--- src/rtl/csr_file_if.sv ---
// Decode-to-CSR request bus. The decoder drives the request and the CSR file
// answers combinationally with the old value and an illegal flag.
interface csr_file_if;
  logic        csr_valid;
  logic        csr_wen;
  logic        csr_use_imm;
  logic [1:0]  csr_mode;
  logic [11:0] csr_addr;
  logic [31:0] csr_rs1;
  logic [4:0]  csr_zimm;
  logic [31:0] csr_rdata;
  logic        csr_illegal;

  modport master (
    output csr_valid, csr_wen, csr_use_imm, csr_mode, csr_addr, csr_rs1, csr_zimm,
    input  csr_rdata, csr_illegal
  );
  modport slave (
    input  csr_valid, csr_wen, csr_use_imm, csr_mode, csr_addr, csr_rs1, csr_zimm,
    output csr_rdata, csr_illegal
  );
endinterface

--- src/rtl/csr_file.sv ---
// Machine-mode CSR file: CSRRW/RS/RC(I) access, trap entry / mret state updates,
// 64-bit mcycle/minstret counters and the fetch redirect target.
module csr_file #(
  parameter logic [31:0] MISA_VAL    = 32'h4000_0100,
  parameter logic [31:0] MHARTID_VAL = 32'h0
) (
  input  logic        clk,
  input  logic        rst_n,
  csr_file_if.slave   csr,
  input  logic        retire,
  input  logic        trap_req,
  input  logic [31:0] trap_cause,
  input  logic [31:0] trap_pc,
  input  logic [31:0] trap_tval,
  input  logic        mret,
  output logic [31:0] redirect_pc,
  output logic        mstatus_mie
);
  localparam logic [1:0] MODE_RW = 2'b01, MODE_RS = 2'b10;

  logic        mie_q, mie_d, mpie_q, mpie_d;
  logic [31:0] mie_r_q, mie_r_d, mtvec_q, mtvec_d, mscratch_q, mscratch_d;
  logic [31:0] mepc_q, mepc_d, mcause_q, mcause_d, mtval_q, mtval_d;
  logic [63:0] mcycle_q, mcycle_d, minstret_q, minstret_d;

  logic        hit, ill, do_wr;
  logic [31:0] old, op, nv, mstatus_rd, vec_base;

  // MPP is hardwired to machine mode; only MIE/MPIE are stored.
  assign mstatus_rd  = {19'b0, 2'b11, 3'b0, mpie_q, 3'b0, mie_q, 3'b0};
  assign mstatus_mie = mie_q;

  always_comb begin
    hit = 1'b1;
    old = '0;
    case (csr.csr_addr)
      12'h300:          old = mstatus_rd;
      12'h301:          old = MISA_VAL;
      12'h304:          old = mie_r_q;
      12'h305:          old = mtvec_q;
      12'h340:          old = mscratch_q;
      12'h341:          old = mepc_q;
      12'h342:          old = mcause_q;
      12'h343:          old = mtval_q;
      12'h344:          old = '0;
      12'hB00, 12'hC00: old = mcycle_q[31:0];
      12'hB80, 12'hC80: old = mcycle_q[63:32];
      12'hB02, 12'hC02: old = minstret_q[31:0];
      12'hB82, 12'hC82: old = minstret_q[63:32];
      12'hF14:          old = MHARTID_VAL;
      default:          hit = 1'b0;
    endcase
  end

  assign ill = csr.csr_valid & (~hit | (csr.csr_mode == 2'b00) |
               (csr.csr_wen & (csr.csr_addr[11:10] == 2'b11)));
  assign csr.csr_illegal = ill;
  assign csr.csr_rdata   = (csr.csr_valid & ~ill) ? old : '0;

  assign op = csr.csr_use_imm ? {27'b0, csr.csr_zimm} : csr.csr_rs1;
  assign nv = (csr.csr_mode == MODE_RW) ? op :
              (csr.csr_mode == MODE_RS) ? (old | op) : (old & ~op);
  // Trap and mret both outrank a CSR write issued in the same cycle.
  assign do_wr = csr.csr_valid & csr.csr_wen & ~ill & ~trap_req & ~mret;

  always_comb begin
    mie_d      = mie_q;
    mpie_d     = mpie_q;
    mie_r_d    = mie_r_q;
    mtvec_d    = mtvec_q;
    mscratch_d = mscratch_q;
    mepc_d     = mepc_q;
    mcause_d   = mcause_q;
    mtval_d    = mtval_q;
    mcycle_d   = mcycle_q + 64'd1;
    minstret_d = minstret_q + {63'd0, retire};
    if (trap_req) begin
      mepc_d   = {trap_pc[31:2], 2'b00};
      mcause_d = trap_cause;
      mtval_d  = trap_tval;
      mpie_d   = mie_q;
      mie_d    = 1'b0;
    end else if (mret) begin
      mie_d  = mpie_q;
      mpie_d = 1'b1;
    end else if (do_wr) begin
      case (csr.csr_addr)
        12'h300: begin mie_d = nv[3]; mpie_d = nv[7]; end
        12'h304: mie_r_d    = nv;
        12'h305: mtvec_d    = {nv[31:2], 1'b0, nv[0]};
        12'h340: mscratch_d = nv;
        12'h341: mepc_d     = {nv[31:2], 2'b00};
        12'h342: mcause_d   = nv;
        12'h343: mtval_d    = nv;
        // A half-write replaces that half and swallows this cycle's increment.
        12'hB00: mcycle_d   = {mcycle_q[63:32], nv};
        12'hB80: mcycle_d   = {nv, mcycle_q[31:0]};
        12'hB02: minstret_d = {minstret_q[63:32], nv};
        12'hB82: minstret_d = {nv, minstret_q[31:0]};
        default: ;
      endcase
    end
  end

  assign vec_base = {mtvec_q[31:2], 2'b00};
  always_comb begin
    redirect_pc = '0;
    if (trap_req)
      redirect_pc = (mtvec_q[0] & trap_cause[31]) ? vec_base + {trap_cause[29:0], 2'b00}
                                                  : vec_base;
    else if (mret)
      redirect_pc = mepc_q;
  end

  always_ff @(posedge clk or negedge rst_n) begin
    if (!rst_n) begin
      mie_q      <= 1'b0;
      mpie_q     <= 1'b0;
      mie_r_q    <= '0;
      mtvec_q    <= '0;
      mscratch_q <= '0;
      mepc_q     <= '0;
      mcause_q   <= '0;
      mtval_q    <= '0;
      mcycle_q   <= '0;
      minstret_q <= '0;
    end else begin
      mie_q      <= mie_d;
      mpie_q     <= mpie_d;
      mie_r_q    <= mie_r_d;
      mtvec_q    <= mtvec_d;
      mscratch_q <= mscratch_d;
      mepc_q     <= mepc_d;
      mcause_q   <= mcause_d;
      mtval_q    <= mtval_d;
      mcycle_q   <= mcycle_d;
      minstret_q <= minstret_d;
    end
  end
endmodule

--- src/flat_wrapper.sv ---
// flat-port wrapper written by rule: the top's interface ports become plain ports
module csr_file_flat 
#(
  parameter logic [31:0] MISA_VAL    = 32'h4000_0100,
  parameter logic [31:0] MHARTID_VAL = 32'h0
)
  (clk, rst_n, retire, trap_req, trap_cause, trap_pc, trap_tval, mret, redirect_pc, mstatus_mie, csr_csr_valid, csr_csr_wen, csr_csr_use_imm, csr_csr_mode, csr_csr_addr, csr_csr_rs1, csr_csr_zimm, csr_csr_rdata, csr_csr_illegal);
  csr_file_if csr_i ();
  input  logic clk;
  input  logic rst_n;
  input  logic retire;
  input  logic trap_req;
  input  logic [31:0] trap_cause;
  input  logic [31:0] trap_pc;
  input  logic [31:0] trap_tval;
  input  logic mret;
  output logic [31:0] redirect_pc;
  output logic mstatus_mie;
  input wire logic [$bits(csr_i.csr_valid)-1:0] csr_csr_valid;
  input wire logic [$bits(csr_i.csr_wen)-1:0] csr_csr_wen;
  input wire logic [$bits(csr_i.csr_use_imm)-1:0] csr_csr_use_imm;
  input wire logic [$bits(csr_i.csr_mode)-1:0] csr_csr_mode;
  input wire logic [$bits(csr_i.csr_addr)-1:0] csr_csr_addr;
  input wire logic [$bits(csr_i.csr_rs1)-1:0] csr_csr_rs1;
  input wire logic [$bits(csr_i.csr_zimm)-1:0] csr_csr_zimm;
  output wire logic [$bits(csr_i.csr_rdata)-1:0] csr_csr_rdata;
  output wire logic [$bits(csr_i.csr_illegal)-1:0] csr_csr_illegal;
  assign csr_i.csr_valid = csr_csr_valid;
  assign csr_i.csr_wen = csr_csr_wen;
  assign csr_i.csr_use_imm = csr_csr_use_imm;
  assign csr_i.csr_mode = csr_csr_mode;
  assign csr_i.csr_addr = csr_csr_addr;
  assign csr_i.csr_rs1 = csr_csr_rs1;
  assign csr_i.csr_zimm = csr_csr_zimm;
  assign csr_csr_rdata = csr_i.csr_rdata;
  assign csr_csr_illegal = csr_i.csr_illegal;
  csr_file #(.MISA_VAL(MISA_VAL), .MHARTID_VAL(MHARTID_VAL)) u_core (.clk(clk), .rst_n(rst_n), .csr(csr_i), .retire(retire), .trap_req(trap_req), .trap_cause(trap_cause), .trap_pc(trap_pc), .trap_tval(trap_tval), .mret(mret), .redirect_pc(redirect_pc), .mstatus_mie(mstatus_mie));
endmodule
--- config.mk ---
export PLATFORM = sky130hd
export DESIGN_NAME = csr_file_flat
export DESIGN_NICKNAME = d
export VERILOG_FILES = /design/src/rtl/csr_file_if.sv /design/src/rtl/csr_file.sv /design/src/flat_wrapper.sv
export SDC_FILE = /design/constraint.sdc
export NUM_CORES = 1
export LEC_CHECK = 0
export BUFFER_PORTS_ARGS = -buffer_cell sky130_fd_sc_hd__buf_2
export CELL_PAD_IN_SITES_DETAIL_PLACEMENT = 0
export CELL_PAD_IN_SITES_GLOBAL_PLACEMENT = 1
export CORE_MARGIN = 2
export CORE_UTILIZATION = 45
export DETAILED_ROUTE_END_ITERATION = 8
export PLACE_DENSITY_LB_ADDON = 0.1
export SKIP_CTS_REPAIR_TIMING = 1
export SLEW_MARGIN = 25
export SYNTH_ARGS = -nofsm -noshare
export SYNTH_HDL_FRONTEND = slang
export SYNTH_SLANG_ARGS = --single-unit
export TNS_END_PERCENT = 30
--- constraint.sdc ---
create_clock -name clk -period 4.7 [get_ports clk]
set_input_delay 0.94 -clock clk [delete_from_list [all_inputs] [get_ports clk]]
set_output_delay 0.94 -clock clk [all_outputs]
set_load 0.05 [all_outputs]
Word-level counts from Yosys, hierarchy flattened
Index checks and enable logic that the tools add are counted.

storage, ports and cells
  logic and storage cells = 114
  flip-flop bits (word level) = 321

operators by class
  mux-type cells = 37
  reduce and logical (&&, ||, !) cells = 19
  bitwise logic cells = 17
  equality and inequality tests = 26
  add/sub/neg operators = 3

operators by type and width
  cell                                                    count
  2-to-1 mux 32 bit                                       19
  2-to-1 mux 64 bit                                       6
  one-hot mux 32 bit (12 select lines)                    1
  one-hot mux 64 bit (2 select lines)                     2
  equality test 12 x 10 -> 1 bit (second input constant)  9
  equality test 12 bit (second input constant)            9
  adder 64 x 1 -> 64 bit                                  1
  adder 64 x 1 -> 64 bit (second input constant)          1
  adder 32 bit                                            1
  AND 32 bit                                              1
  inverter 32 bit                                         1
  OR 32 bit                                               1
  OR reduction 18 bit                                     1
  != test 4 bit (second input constant)                   4
  AND reduction 4 bit                                     3
  2-to-1 mux 1 bit                                        9
  AND reduction 3 bit                                     3
  AND 1 bit                                               8
  nonzero test 2 bit                                      4
  OR reduction 2 bit                                      4
  nonzero test 3 bit                                      2
  equality test 2 bit (second input constant)             2
  inverter 1 bit                                          4
  equality test 2 x 1 -> 1 bit (second input constant)    1
  4 further kinds                                         5

Depth between registers and ports, before layout
  depth after elaboration = 14
  gate-level depth with buffers = 14
  depth with buffers taken out = 12

Worst setup path before layout
Ideal clock, no wire load.

  path kind = input port to output port
  from = input trap_cause[0]
  to = output redirect_pc[24]
  cell stages on the path = 11
  path slack = 0.043 ns
  data arrival time = 3.717 ns
  required time = 3.760 ns
  path through = ha_1 > inv_1 > fa_1 > nor2b_1 > o2111ai_1 > nand4_1 > a41oi_1 > o21a_1 > o21ai_0 > xnor2_1 > o21ai_0

on the way
  word-level cells in the longest chain between the ends = 3

RTL lines
  item                line                source
  start: declaration  flat_wrapper.sv:13  input logic [31:0] trap_cause;
  adder 32 bit        csr_file.sv:109     redirect_pc = (mtvec_q[0] & trap_cause[31]) ? vec_base + {trap_cause[29:0], 2'b00}
  2-to-1 mux 32 bit   csr_file.sv:109
  2-to-1 mux 32 bit   csr_file.sv:108     if (trap_req)
  end: declaration    flat_wrapper.sv:17  output logic [31:0] redirect_pc;

Every way passes these cells.

Final worst setup path
  from = input csr_csr_addr[10]
  to = output csr_csr_rdata[27]

on the way
  word-level cells in the longest chain between the ends = 10
  elaborated cells between the ends (all ways) = 34
  those cells by class = 19 x eq/ne; 3 x mux; 7 x bitwise; 5 x reduce/logical

RTL lines
  item                                                                    line                source
  start: declaration                                                      flat_wrapper.sv:23  input wire logic [$bits(csr_i.csr_addr)-1:0] csr_csr_addr;
  equality test 12 x 10 -> 1 bit or equality test 12 bit (tied branches)  csr_file.sv:36      case (csr.csr_addr)
  OR reduction 18 bit (no source line)                                    n/a
  2-to-1 mux 1 bit                                                        csr_file.sv:36
  inverter 1 bit                                                          csr_file.sv:55      assign ill = csr.csr_valid & (~hit | (csr.csr_mode == 2'b00) |
  OR 1 bit (2 in a row)                                                   csr_file.sv:55
  AND 1 bit                                                               csr_file.sv:55
  inverter 1 bit                                                          csr_file.sv:58      assign csr.csr_rdata = (csr.csr_valid & ~ill) ? old : '0;
  AND 1 bit                                                               csr_file.sv:58
  2-to-1 mux 32 bit *                                                     csr_file.sv:58
  end: declaration                                                        flat_wrapper.sv:26  output wire logic [$bits(csr_i.csr_rdata)-1:0] csr_csr_rdata;

Mark *: on every way between the ends. The rest lies on a longest branch, timed or not.

==> impl_metrics.env <==
export IMPL_status="finished with violations"
export IMPL_violations="negative setup slack"
export IMPL_drv_slew=0
export IMPL_rr_startpoint="u_core.mcycle_q[9]$_DFFE_PN0P_"
export IMPL_drive_gt1_frac=0.1809
export IMPL_synth_cell_types=95
export IMPL_antenna_found_initial=8
export IMPL_worstSetupPathType="input pin to primary output"
export IMPL_overflow=0
export IMPL_required_ns=3.76
export IMPL_instances_no_fill=3599
export IMPL_synth_edf_count=0
export IMPL_firstDrtPassIters=9
export IMPL_die_area_um2=49860
export IMPL_worst_slew_pin_slew_ns=1.235
export IMPL_finalWeightedCongestion=0.9994
export IMPL_io_pins=221
export IMPL_clk_path_buf_depth=3
export IMPL_period_share=1.013
export IMPL_clkSinkCount=319
export IMPL_post_route_min_period_ns=4.763
export IMPL_crit_fanout=10
export IMPL_portBuffers=216
export IMPL_dp_hpwl_um=79290
export IMPL_internal_power_mw=4.894
export IMPL_cellPowerDensity_nw_per_um2=268.9
export IMPL_avgSynthCellArea_um2=7.980
export IMPL_layout_common_cells="421 x nand2_1, 354 x o21ai_0, 319 x dfrtp_1"
export IMPL_cts_buffers=38
export IMPL_grt_first_pass_wirelength_um=151100
export IMPL_grt_usage=0.4135
export IMPL_r2r_end="u_core.mcycle_q[62]$_DFFE_PN0P_"
export IMPL_drtIter0Drc=3521
export IMPL_final_antenna_net_count=0
export IMPL_ys_seq_elements=319
export IMPL_netlist_area_um2=21640
export IMPL_remaining_drc_errors=0
export IMPL_finalWirelength_um=105400
export IMPL_finalSetupTns_ns=-0.06276
export IMPL_finClkSkew_ns=0.01741
export IMPL_num_vias=24001
export IMPL_power_leakage_nw=10.91
export IMPL_synthFlopType="dfrtp_1"
export IMPL_netlist_instances=2712
export IMPL_synth_top_area_frac=0.3689
export IMPL_coreArea_um2=47650
export IMPL_p_clk_frac=0.439
export IMPL_clk_root_buffer_cell="clkbuf_16"
export IMPL_crit_arrival_ns=3.82
export IMPL_synth_area_leaders="dfrtp_1 37%, o21ai_0 8.3%, nand2_1 7.4%"
export IMPL_worstSetupStartpointType="input pin"
export IMPL_die_y_um=223.3
export IMPL_p_sw_frac=0.2882
export IMPL_grt_max_degree=96
export IMPL_clk_pin_slew_ns=0.05
export IMPL_yosysTopAreaCell="dfrtp_1"
export IMPL_rsz0062_at_grt="true"
export IMPL_htreeDepth=2
export IMPL_yosysWarnings=0
export IMPL_nNetsFinal=3140
export IMPL_regToRegSetupSlack_ns=0.58
export IMPL_hp_class="input pin to async pin"
export IMPL_final_util=0.5366
export IMPL_p_sw_mw=1.982
export IMPL_worst_slack_ns=-0.06276
export IMPL_start_util=0.4542
export IMPL_relSlewSlack=0.1719
export IMPL_die_x_um=223.3
export IMPL_vias_per_cell=6.669
export IMPL_insertion_delay_ns=0.57
export IMPL_pwr_share_seq=0.431
export IMPL_fmax_mhz=210.0
export IMPL_rows=80
export IMPL_cts_tree="built"
export IMPL_cap_violations=0
export IMPL_setup_viol_count_final=1
export IMPL_first_global_vias=22198
export IMPL_yosysSeqAreaShare=0.3689
export IMPL_ff2ff_path_depth=10
export IMPL_placedCellCount=3527
export IMPL_whs_ns=0.4214
export IMPL_pwr_share_comb=0.130
export IMPL_peakVddDrop_mv=0.2535
export IMPL_area_growth_pct=18.14
export IMPL_final_common_cell="nand2_1"
export IMPL_synthArstFlopShare=1.000
export IMPL_cp_end_kind="primary output"
export IMPL_finalHoldViolCount=0
export IMPL_wl_per_cell_um=29.29
[power by group through the flow]
stage | clock network [mW] | logic [mW] | registers [mW]
after floorplan | 0 | 0.453 | 2.95
after global placement | 0 | 0.859 | 3.00
after detailed placement | 0 | 0.869 | 3.00
after CTS | 3.04 | 0.874 | 2.95
after global routing | 3.13 | 0.953 | 2.97
final | 3.02 | 0.897 | 2.96
[area by class of cell]
type	instances	area (µm²)
antenna	4	10.01
inverter	55	206.4
tap	615	769.5
clock buffer	61	1129
sequential	319	7983
timing repair buffer	398	2606
fill	4570	22080
clock inverter	7	107.6
multi-input combinational	2140	12760
[state kept, by name (all words and copies together), names as in the netlist]
register	count
u_core.mtval_q	32
u_core.mscratch_q	32
u_core.mtvec_q	31
u_core.mie_r_q	32
u_core.mstatus_mie	1
u_core.mcycle_q	64
u_core.mcause_q	32
u_core.minstret_q	64
u_core.mepc_q	30
u_core.mpie_q	1
[cell usage after synthesis, types with 21 or more instances]
library cell	count
nand2_1	424
o21ai_0	357
dfrtp_1	319
nor2_1	201
a21oi_1	183
clkbuf_1	154
nand3_1	102
mux2i_1	57
inv_1	55
and3_1	54
nor3_1	54
a22oi_1	48
xnor2_1	39
ha_1	32
and2_1	31
nor2b_1	30
a211oi_1	29
a222oi_1	28
mux2_2	28
nand4_1	24
o221ai_1	24
buf_2	22
o211ai_1	22
a221o_1	21
[through the flow]
stage | power [mW] | cell area (µm²) | worst slack [ns]
after detailed placement | 3.869 | 24250 | -0.09497
after CTS | 6.867 | 25490 | -0.1485
after global placement | 3.858 | 24250 | -0.1036
final | 6.876 | 25570 | -0.06276
after global routing | 7.050 | 25560 | -0.07327
after floorplan | 3.405 | 21640 | 0.04324
[cells by family (layout without fill, tap and decap cells)]
| logic type | count (synthesis) | count (layout) | synth area share |
|---|---|---|---|
| and+or+nand+nor | 1048 | 1048 | 0.2309 |
| AOI/OAI and AO/OA | 914 | 914 | 0.2682 |
| DFF | 319 | 319 | 0.3689 |
| buffers and inverters | 254 | 521 | 0.04799 |
| muxes | 85 | 85 | 0.04093 |
| xor gates and xnor gates | 58 | 58 | 0.02347 |
| adders and majority gates | 33 | 33 | 0.01943 |
| other | 1 | 6 | 0.0001733 |
[worst max-delay path by stage]
| stage | from | endpoint | slack, ns | depth (start not counted) |
|---|---|---|---|---|
| after detailed placement | trap_cause[17] | redirect_pc[31] | -0.09 | 14 |
| after global placement | trap_cause[17] | redirect_pc[31] | -0.10 | 14 |
| after floorplan | trap_cause[0] | redirect_pc[24] | 0.04 | 11 |
| after global routing | trap_cause[0] | redirect_pc[30] | -0.07 | 15 |
| after CTS | u_core.mtvec_q[19]$_DFFE_PN0P_ | redirect_pc[31] | -0.15 | 13 |
| final | csr_csr_addr[10] | csr_csr_rdata[27] | -0.06 | 10 |
[per-layer routing]
| layer | global-route usage | wire length (µm) | vias to the layer above |
|---|---|---|---|
| met3 | 0.1148 | 13170 | 266 |
| met5 | 0 | 75 | - |
| met2 | 0.6052 | 44540 | 1643 |
| li1 | - | - | 10415 |
| met1 | 0.5721 | 42690 | 11665 |
| met4 | 0.1796 | 4946 | 12 |
[worst max-delay path, cell delays in order]
cell,delay [ns]
buf_2,0.21
nand3b_1,0.26
a211oi_1,0.11
buf_4,0.22
buf_4,0.18
nand2_1,0.31
o221ai_1,0.19
a211oi_1,1.02
nor2_1,0.10
buf_2,0.27
Power figures use the tool's default switching activity.
